$ cat config.mk
export PLATFORM = sky130hd
export DESIGN_NAME = dvp_pixel_tx
export DESIGN_NICKNAME = d
export VERILOG_FILES = /design/src/rtl/dvp_tx_pkg.sv /design/src/rtl/dvp_timing_gen.sv /design/src/rtl/dvp_pixel_tx.sv
export SDC_FILE = /design/constraint.sdc
export NUM_CORES = 1
export LEC_CHECK = 0
export BUFFER_PORTS_ARGS = -buffer_cell sky130_fd_sc_hd__buf_2
export CAP_MARGIN = 10
export CORE_MARGIN = 1
export CORE_UTILIZATION = 56
export CTS_CLUSTER_SIZE = 40
export DETAILED_ROUTE_END_ITERATION = 10
export PLACE_DENSITY = 0.79
export REMOVE_ABC_BUFFERS = 1
export SETUP_SLACK_MARGIN = 0.05
export SLEW_MARGIN = 20
export SYNTH_ARGS = -nofsm -noshare
export SYNTH_HDL_FRONTEND = slang
export SYNTH_SLANG_ARGS = --single-unit
$ cat constraint.sdc
create_clock -name clk -period 2.5 [get_ports clk]
set_input_delay 0.5 -clock clk [delete_from_list [all_inputs] [get_ports clk]]
set_output_delay 0.5 -clock clk [all_outputs]
set_load 0.02 [all_outputs]
$ cat src/rtl/dvp_tx_pkg.sv
// Shared DVP transmit definitions: frame FSM states, pixel payload and byte order.
// The capture side imports BYTE_HI_FIRST so both ends agree on byte order.
package dvp_tx_pkg;

    localparam int unsigned PIX_W  = 16;
    localparam int unsigned BYTE_W = 8;

    // High byte [15:8] goes on the wire first.
    localparam bit BYTE_HI_FIRST = 1'b1;

    typedef enum logic [2:0] {
        IDLE   = 3'd0,
        VSYNC  = 3'd1,
        VBACK  = 3'd2,
        ACTIVE = 3'd3,
        VFRONT = 3'd4
    } dvp_state_e;

    typedef struct packed {
        logic [4:0] r;
        logic [5:0] g;
        logic [4:0] b;
    } rgb565_t;

    function automatic logic [BYTE_W-1:0] first_byte(input rgb565_t pix);
        logic [PIX_W-1:0] raw;
        raw = pix;
        return BYTE_HI_FIRST ? raw[15:8] : raw[7:0];
    endfunction

    function automatic logic [BYTE_W-1:0] second_byte(input rgb565_t pix);
        logic [PIX_W-1:0] raw;
        raw = pix;
        return BYTE_HI_FIRST ? raw[7:0] : raw[15:8];
    endfunction

endpackage

$ cat src/rtl/dvp_timing_gen.sv
// Frame timing for the DVP transmitter: pclk phase, slot/line counters and frame FSM.
// Counters and state always describe the slot that will be launched at the next launch edge.
module dvp_timing_gen
    import dvp_tx_pkg::*;
#(
    parameter int unsigned H_ACTIVE = 640,
    parameter int unsigned V_ACTIVE = 480,
    parameter int unsigned H_BLANK  = 144,
    parameter int unsigned VS_LINES = 3,
    parameter int unsigned VB_LINES = 17,
    parameter int unsigned VF_LINES = 10
) (
    input  logic clk,
    input  logic rst,
    input  logic en,
    output logic phase,
    output logic launch_c,
    output logic href_c,
    output logic vsync_c,
    output logic need_pix_c,
    output logic low_byte_c,
    output logic first_pix_c,
    output logic frame_done_c
);

    localparam int unsigned LINE_SLOTS = 2 * H_ACTIVE + H_BLANK;
    localparam int unsigned SLOT_W     = $clog2(LINE_SLOTS);
    localparam int unsigned MAX_A      = (V_ACTIVE > VS_LINES) ? V_ACTIVE : VS_LINES;
    localparam int unsigned MAX_B      = (VB_LINES > VF_LINES) ? VB_LINES : VF_LINES;
    localparam int unsigned LINE_MAX   = (MAX_A > MAX_B) ? MAX_A : MAX_B;
    localparam int unsigned LINE_W     = $clog2(LINE_MAX + 1);

    dvp_state_e        state, state_n;
    logic [SLOT_W-1:0] slot, slot_n;
    logic [LINE_W-1:0] line, line_n;
    logic [LINE_W-1:0] lines_m1;

    always_ff @(posedge clk) begin
        if (rst) begin
            phase <= 1'b0;
            state <= IDLE;
            slot  <= '0;
            line  <= '0;
        end else begin
            phase <= ~phase;
            state <= state_n;
            slot  <= slot_n;
            line  <= line_n;
        end
    end

    // Next-state: counters advance only on launch; state moves at line-period boundaries.
    always_comb begin
        state_n      = state;
        slot_n       = slot;
        line_n       = line;
        frame_done_c = 1'b0;
        lines_m1     = '0;

        case (state)
            VSYNC:   lines_m1 = LINE_W'(VS_LINES - 1);
            VBACK:   lines_m1 = LINE_W'(VB_LINES - 1);
            ACTIVE:  lines_m1 = LINE_W'(V_ACTIVE - 1);
            VFRONT:  lines_m1 = LINE_W'(VF_LINES - 1);
            default: lines_m1 = '0;
        endcase

        if (phase) begin
            if (state == IDLE) begin
                if (en) begin
                    state_n = VSYNC;
                    slot_n  = '0;
                    line_n  = '0;
                end
            end else if (slot == SLOT_W'(LINE_SLOTS - 1)) begin
                slot_n = '0;
                if (line == lines_m1) begin
                    line_n = '0;
                    case (state)
                        VSYNC:  state_n = VBACK;
                        VBACK:  state_n = ACTIVE;
                        ACTIVE: state_n = VFRONT;
                        VFRONT: begin
                            state_n      = en ? VSYNC : IDLE;
                            frame_done_c = 1'b1;
                        end
                        default: state_n = IDLE;
                    endcase
                end else begin
                    line_n = line + LINE_W'(1);
                end
            end else begin
                slot_n = slot + SLOT_W'(1);
            end
        end
    end

    assign launch_c    = phase;
    assign href_c      = (state == ACTIVE) && (slot < SLOT_W'(2 * H_ACTIVE));
    assign vsync_c     = (state == VSYNC);
    assign need_pix_c  = href_c && !slot[0];
    assign low_byte_c  = href_c && slot[0];
    assign first_pix_c = (state == ACTIVE) && (slot == '0) && (line == '0);

endmodule

$ cat src/rtl/dvp_pixel_tx.sv
// OV-style DVP camera emulator: RGB565 valid/ready stream in, pclk/href/vsync/byte out.
// Handles the pixel handshake, byte sequencing, underflow fill, SOF checking and frame count.
module dvp_pixel_tx
    import dvp_tx_pkg::*;
#(
    parameter int unsigned H_ACTIVE   = 640,
    parameter int unsigned V_ACTIVE   = 480,
    parameter int unsigned H_BLANK    = 144,
    parameter int unsigned VS_LINES   = 3,
    parameter int unsigned VB_LINES   = 17,
    parameter int unsigned VF_LINES   = 10,
    parameter logic [15:0] FILL_PIXEL = 16'h0
) (
    input  logic        clk,
    input  logic        rst,
    input  logic        i_en,
    input  logic [15:0] s_data,
    input  logic        s_sof,
    input  logic        s_valid,
    output logic        s_ready,
    output logic        o_pclk,
    output logic [7:0]  o_data,
    output logic        o_href,
    output logic        o_vsync,
    output logic        o_underflow,
    output logic        o_sof_err,
    output logic [15:0] o_frame_cnt
);

    logic phase;
    logic launch_c;
    logic href_c;
    logic vsync_c;
    logic need_pix_c;
    logic low_byte_c;
    logic first_pix_c;
    logic frame_done_c;

    rgb565_t           pix_c;
    logic [BYTE_W-1:0] low_byte;

    dvp_timing_gen #(
        .H_ACTIVE (H_ACTIVE),
        .V_ACTIVE (V_ACTIVE),
        .H_BLANK  (H_BLANK),
        .VS_LINES (VS_LINES),
        .VB_LINES (VB_LINES),
        .VF_LINES (VF_LINES)
    ) u_timing (
        .clk          (clk),
        .rst          (rst),
        .en           (i_en),
        .phase        (phase),
        .launch_c     (launch_c),
        .href_c       (href_c),
        .vsync_c      (vsync_c),
        .need_pix_c   (need_pix_c),
        .low_byte_c   (low_byte_c),
        .first_pix_c  (first_pix_c),
        .frame_done_c (frame_done_c)
    );

    assign o_pclk = phase;

    // Pixel sent in a high-byte slot: the stream pixel, or the fill pattern on underflow.
    always_comb begin
        pix_c = rgb565_t'(FILL_PIXEL);
        if (s_valid) begin
            pix_c = rgb565_t'(s_data);
        end
    end

    // s_ready is raised one clk ahead so it is high exactly during the high-byte launch clk.
    always_ff @(posedge clk) begin
        if (rst) begin
            s_ready     <= 1'b0;
            o_data      <= '0;
            o_href      <= 1'b0;
            o_vsync     <= 1'b0;
            o_underflow <= 1'b0;
            o_sof_err   <= 1'b0;
            o_frame_cnt <= '0;
            low_byte    <= '0;
        end else begin
            o_sof_err <= 1'b0;
            s_ready   <= !launch_c && need_pix_c;
            if (launch_c) begin
                o_href  <= href_c;
                o_vsync <= vsync_c;
                if (need_pix_c) begin
                    o_data   <= first_byte(pix_c);
                    low_byte <= second_byte(pix_c);
                    if (!s_valid) begin
                        o_underflow <= 1'b1;
                    end else if (s_sof != first_pix_c) begin
                        o_sof_err <= 1'b1;
                    end
                end else if (low_byte_c) begin
                    o_data <= low_byte;
                end else begin
                    o_data <= '0;
                end
                if (frame_done_c) begin
                    o_frame_cnt <= o_frame_cnt + 16'd1;
                end
            end
        end
    end

endmodule

# ---- Yosys cells after proc, flatten, opt, wreduce, memory -nomap -nowiden
# Index checks and enable logic that the tools add are counted.
dict set report op_classes {
  bitwise 3
  n_lt_le_gt_ge 1
  n_eq_ne 8
  addsub 3
  reduce_logical 20
  n_mux 23
}
# operator count
set op_table {}
lappend op_table {{two-way mux 9 bit} 4}
lappend op_table {{one-hot mux 9 bit (4 select lines)} 1}
lappend op_table {{two-way mux 11 bit} 3}
lappend op_table {{adder 16 x 1 -> 16 bit (second input constant)} 1}
lappend op_table {{two-way mux 16 bit} 1}
lappend op_table {{two-way mux 8 bit} 2}
lappend op_table {{two-way mux 3 bit} 4}
lappend op_table {{one-hot mux 3 bit (4 select lines)} 1}
lappend op_table {{adder 11 x 1 -> 11 bit (second input constant)} 1}
lappend op_table {{== test 11 bit (second input constant)} 1}
lappend op_table {{logical NOT 11 bit} 1}
lappend op_table {{< comparator 11 bit (second input constant)} 1}
lappend op_table {{adder 9 x 1 -> 9 bit (second input constant)} 1}
lappend op_table {{== test 9 bit} 1}
lappend op_table {{logical NOT 9 bit} 1}
lappend op_table {{two-way mux 1 bit} 7}
lappend op_table {{== test 3 x 2 -> 1 bit (second input constant)} 2}
lappend op_table {{logical AND 1 bit} 6}
lappend op_table {{AND reduction 2 bit} 3}
lappend op_table {{AND reduction 3 bit} 2}
lappend op_table {{AND reduction 4 bit} 1}
lappend op_table {{nonzero test 2 bit} 2}
lappend op_table {{OR reduction 4 bit} 1}
lappend op_table {{== test 3 x 1 -> 1 bit (second input constant)} 1}
lappend op_table {{other kinds (6)} 9}
dict set report word_totals {
  out_inout_bits 30
  word_cells 70
  ff_bits 61
}

# ---- Longest topological paths before layout
dict set report depth {
  word_depth 8
  depth_mapped 8
}

# ---- By module
# Synthesis repeated with hierarchy kept, for this count alone.
dict set report hier_totals {
  cells_unflattened 375
  area_unflattened_um2 3032.9
}
# mod cells_each instances area_each_um2
set modules_own_cells {}
lappend modules_own_cells {dvp_pixel_tx 195 1 1575.3}
lappend modules_own_cells {dvp_timing_gen 180 1 1457.6}

# ---- Least setup slack after synthesis
# OpenSTA, ideal clock, no wires.
dict set report synth_path {
  path_kind {reg-to-reg}
  startpoint {register u_timing.slot[4]}
  endpoint {register o_frame_cnt[10]}
  period_less_slack_ns 2.109
  setup_time_ns 0.123
  arrival_time_ns 1.986
  slack_ns 0.391
  n_path_buf 1
  stages_incl_launch_ff 7
  path_cell_list {dfxtp_1 -> or4_4 -> nor3_2 -> o2111ai_1 -> buf_2 -> nor3_1 -> mux2_1}
}
dict set report synth_via {
  elab_chain_len 5
}
# item line_no
set synth_lines {}
lappend synth_lines {{from (decl)} dvp_timing_gen.sv:34} ;# logic [SLOT_W-1:0] slot, slot_n;
lappend synth_lines {{from (signal assigned)} dvp_timing_gen.sv:47} ;# slot <= slot_n;
lappend synth_lines {{== test 11 bit} dvp_timing_gen.sv:75} ;# end else if (slot == SLOT_W'(LINE_SLOTS - 1)) begin
lappend synth_lines {{two-way mux 1 bit} dvp_timing_gen.sv:75}
lappend synth_lines {{two-way mux 1 bit} dvp_timing_gen.sv:69} ;# if (state == IDLE) begin
lappend synth_lines {{two-way mux 1 bit} dvp_timing_gen.sv:68} ;# if (phase) begin
lappend synth_lines {{AND reduction 2 bit (no source line)} --}
lappend synth_lines {{to (signal assigned)} dvp_pixel_tx.sv:104} ;# o_frame_cnt <= o_frame_cnt + 16'd1;
lappend synth_lines {{to (decl)} dvp_pixel_tx.sv:27} ;# output logic [15:0] o_frame_cnt
# Every way passes these cells.
# A chain may end at the register's enable or synchronous reset.

# ---- Final worst setup path
dict set report layout_path {
  startpoint {register u_timing.line[6]}
  endpoint {register o_frame_cnt[6]}
}
dict set report layout_via {
  elab_chain_len 6
}
# item line_no
set layout_lines {}
lappend layout_lines {{from (decl)} dvp_timing_gen.sv:35} ;# logic [LINE_W-1:0] line, line_n;
lappend layout_lines {{from (signal assigned)} dvp_timing_gen.sv:48} ;# line <= line_n;
lappend layout_lines {{== test 9 bit} dvp_timing_gen.sv:77} ;# if (line == lines_m1) begin
lappend layout_lines {{two-way mux 1 bit} dvp_timing_gen.sv:77}
lappend layout_lines {{two-way mux 1 bit} dvp_timing_gen.sv:75}
lappend layout_lines {{two-way mux 1 bit} dvp_timing_gen.sv:69}
lappend layout_lines {{two-way mux 1 bit} dvp_timing_gen.sv:68}
lappend layout_lines {{AND reduction 2 bit (no source line)} --}
# Every way passes these cells.

==> flow_summary_export.csv <==
group,metric,value,unit
critical_path,cp-end-kind,"flop",
layout,final_common_cell,"dfxtp_1",
placed_design,dp_cells,479,
floorplan,placementRows,26,
logic_synthesis,synth_edf_count,0,
power_and_ir_drop,power.leakage,1.449,nW
floorplan,die_h,77.14,microns
global_routing,grt_use_total,27.31,%
status,status,"finished clean",
floorplan,die_w,77.14,microns
sta,skew,0.009099,ns
critical_path,worst-r2r-setup-slack,0.26,ns
logic_synthesis,muxShareOfSynthArea,5.303,%
sta,hold_ws,0.3679,ns
floorplan,start_util,60.00,%
clocking,path_clk_slew,0.07,ns
power_and_ir_drop,power.density,510.8,nW/um^2
global_routing,grt_first_pass_wirelength,12.91,mm
critical_path,worstPathArrival,2.46,ns
logic_synthesis,synth_ff_type,"dfxtp_1",
logic_synthesis,postSynthCellCount,364,
placed_design,pre_cts_ws,0.2973,ns
detailed_routing,wirelength,7.567,mm
layout,layout_common_cells,"dfxtp_1, buf_2, nor2_1",
floorplan,boundaryPins,51,
logic_synthesis,synth_top_family_by_area,"simple AND/OR/NAND/NOR gates",
layout,fin_nets,446,
logic_synthesis,synth_compound_area_share,15.95,%
critical_path,r2r_end,"o_frame_cnt[6]",
sta,tns,0,ns
detailed_routing,ant_nets,0,
logic_synthesis,synth-simple-area-share,29.80,%
layout,area_delta_synth_final,17.06,%
detailed_routing,avgRoutedWirePerCell,15.32,microns
logic_synthesis,synth-seq-area-share,38.62,%
placed_design,gp_congestion,0.8817,
critical_path,cp-endpoint,"o_frame_cnt[6]",
logic_synthesis,syn_area,3162,sq um
detailed_routing,via_count,2925,
global_routing,grt_max_degree,39,
logic_synthesis,async_reset_ff_share,0,%
sta,hold_viol,0,
layout,fin_util,70.23,%
logic_synthesis,yosysWarningCount,0,
logic_synthesis,synth_cell_types,58,
clocking,insertion_delay,0.34,ns
detailed_routing,drt_iter0_drc,158,
floorplan,core-area,5270,sq um
sta,slew_violations,0,
logic_synthesis,synthXorXnorAreaFrac,3.878,%
min_path,hold_path.class,"in -> reg",
logic_synthesis,ys_seq_elements,61,
sta,setup_viol_count_final,0,
clocking,hold_buffers,0,
layout,instances_no_fill,494,
clocking,htreeDepth,3,
critical_path,critPathRequiredTime,2.72,ns
clocking,clockBufferDepth,2,
placed_design,port_buffers,50,
sta,fin_ws,0.2627,ns
floorplan,dieArea,5951,sq um
sta,min_period_over_period,89.49,%
sta,max_freq,447.0,MHz
detailed_routing,drc,0,
sta,slew_headroom,55.44,%
critical_path,worstReg2RegStart,"u_timing.line[6]",
critical_path,reg2reg_depth,6,
layout,n_antenna_cell,0,
clocking,clockRootBuffer,"clkbuf_8",
detailed_routing,drtPass1Iterations,5,
power_and_ir_drop,ir_drop,425.6,uV
clocking,cts_buffers,9,
critical_path,crit_type,"reg -> reg",
logic_synthesis,yosys.area_share.adder,1.979,%
critical_path,crit_path_max_fanout,13,
detailed_routing,routed_via_density,5.921,
logic_synthesis,avgSynthCellArea,8.686,sq um
clocking,clkSinkCount,61,
clocking,cts_tree,"built",
critical_path,cp-startpoint,"u_timing.line[6]",
placed_design,dp_hpwl,5.456,mm
global_routing,antenna_found_initial,0,
layout,drive_gt1_share,23.11,%
sta,worstMarginPinSlew,0.6683,ns
global_routing,grt_overflow,0,
flow_run,drv_cap,0,
critical_path,start_kind,"flop",
global_routing,grt_pass1_vias,2747,
sta,min_period,2.237,ns
sta,rsz0062_at_grt,"false",
layer usage:
layer	wire [microns]	GRT usage, %	up-vias
li1	-	-	1445
met1	3409	36.50	1380
met2	3671	43.01	86
met3	342	4.524	14
met4	143	12.26	0
met5	0	0	-
registers in the layout (all words and copies together), names as in the netlist:
signal,count
low_byte,8
o_data,8
o_frame_cnt,16
o_href,1
o_sof_err,1
o_underflow,1
o_vsync,1
s_ready,1
u_timing.launch_c,1
u_timing.line,9
u_timing.slot,11
u_timing.state,3
worst min path at each step:
stage	from	slack, ns	cells past startpoint	end
after floorplan	low_byte[0]	0.44	1	low_byte[0]
after global placement	low_byte[2]	0.46	1	low_byte[2]
after CTS	s_data[6]	0.36	2	low_byte[6]
final	s_data[6]	0.37	2	low_byte[6]
after detailed placement	low_byte[3]	0.46	1	low_byte[3]
after global routing	s_data[7]	0.37	2	low_byte[7]
layout make-up:
class	instances	area, sq um
clock inverters	5	28.78
fillers	442	1569
repair buffers	69	392.9
multi-input cells	269	1805
well taps	70	87.58
flip-flops and latches	61	1221
clock buffers	10	127.6
inverters	10	37.54
synth_stat cells, types with 6 or more instances:
cell type   n  area share (%)
nor3_1     25             4.0
o21ai_0     6            0.95
xnor2_1    10             2.8
nand2_1    19             2.3
a221oi_1    8             2.2
clkbuf_1   17             2.0
nand3_1     8             1.3
dfxtp_1    61              39
mux2_1     14             5.0
a22o_1      8             2.2
inv_1      10             1.2
nor4_1      6             1.2
nand4_1    10             2.0
a21oi_1    12             1.9
nor2_1     47             5.6
nor2b_1    13             2.6
metrics by stage:
stage,power (mW),instance area [sq um]
2_1_floorplan,1.107,3058
3_3_place_gp,1.190,3538
3_5_place_dp,1.195,3538
4_1_cts,1.903,3695
5_1_grt,1.968,3701
6_report,1.891,3701
critical path, cell delays in order, from the launching register on:
cell and delay [ns]:
dfxtp_1 0.36, nor4_1 0.37, mux2i_1 0.15, a311o_1 0.36, buf_4 0.19, nor4_1 0.33
mux2_1 0.35
where the power goes:
group	internal (mW)	total [mW]	switching, mW
clock	0.348	0.715	0.367
sequential	0.985	0.995	0.0107
combinational	0.0628	0.180	0.118
total	1.40	1.89	0.495
repair_timing:
action,CTS,global route
setup endpoints to repair,0,1
resized for setup,0,1
setup buffers,0,0
cells by family after synthesis:
| family | count (synthesis) |
|---|---|
| and+or+nand+nor | 168 |
| xor gates and xnor gates | 14 |
| DFF | 61 |
| AOI/OAI and AO/OA | 67 |
| adders and majority gates | 5 |
| buffers and inverters | 34 |
| muxes | 15 |
Power figures use the tool's default switching activity.
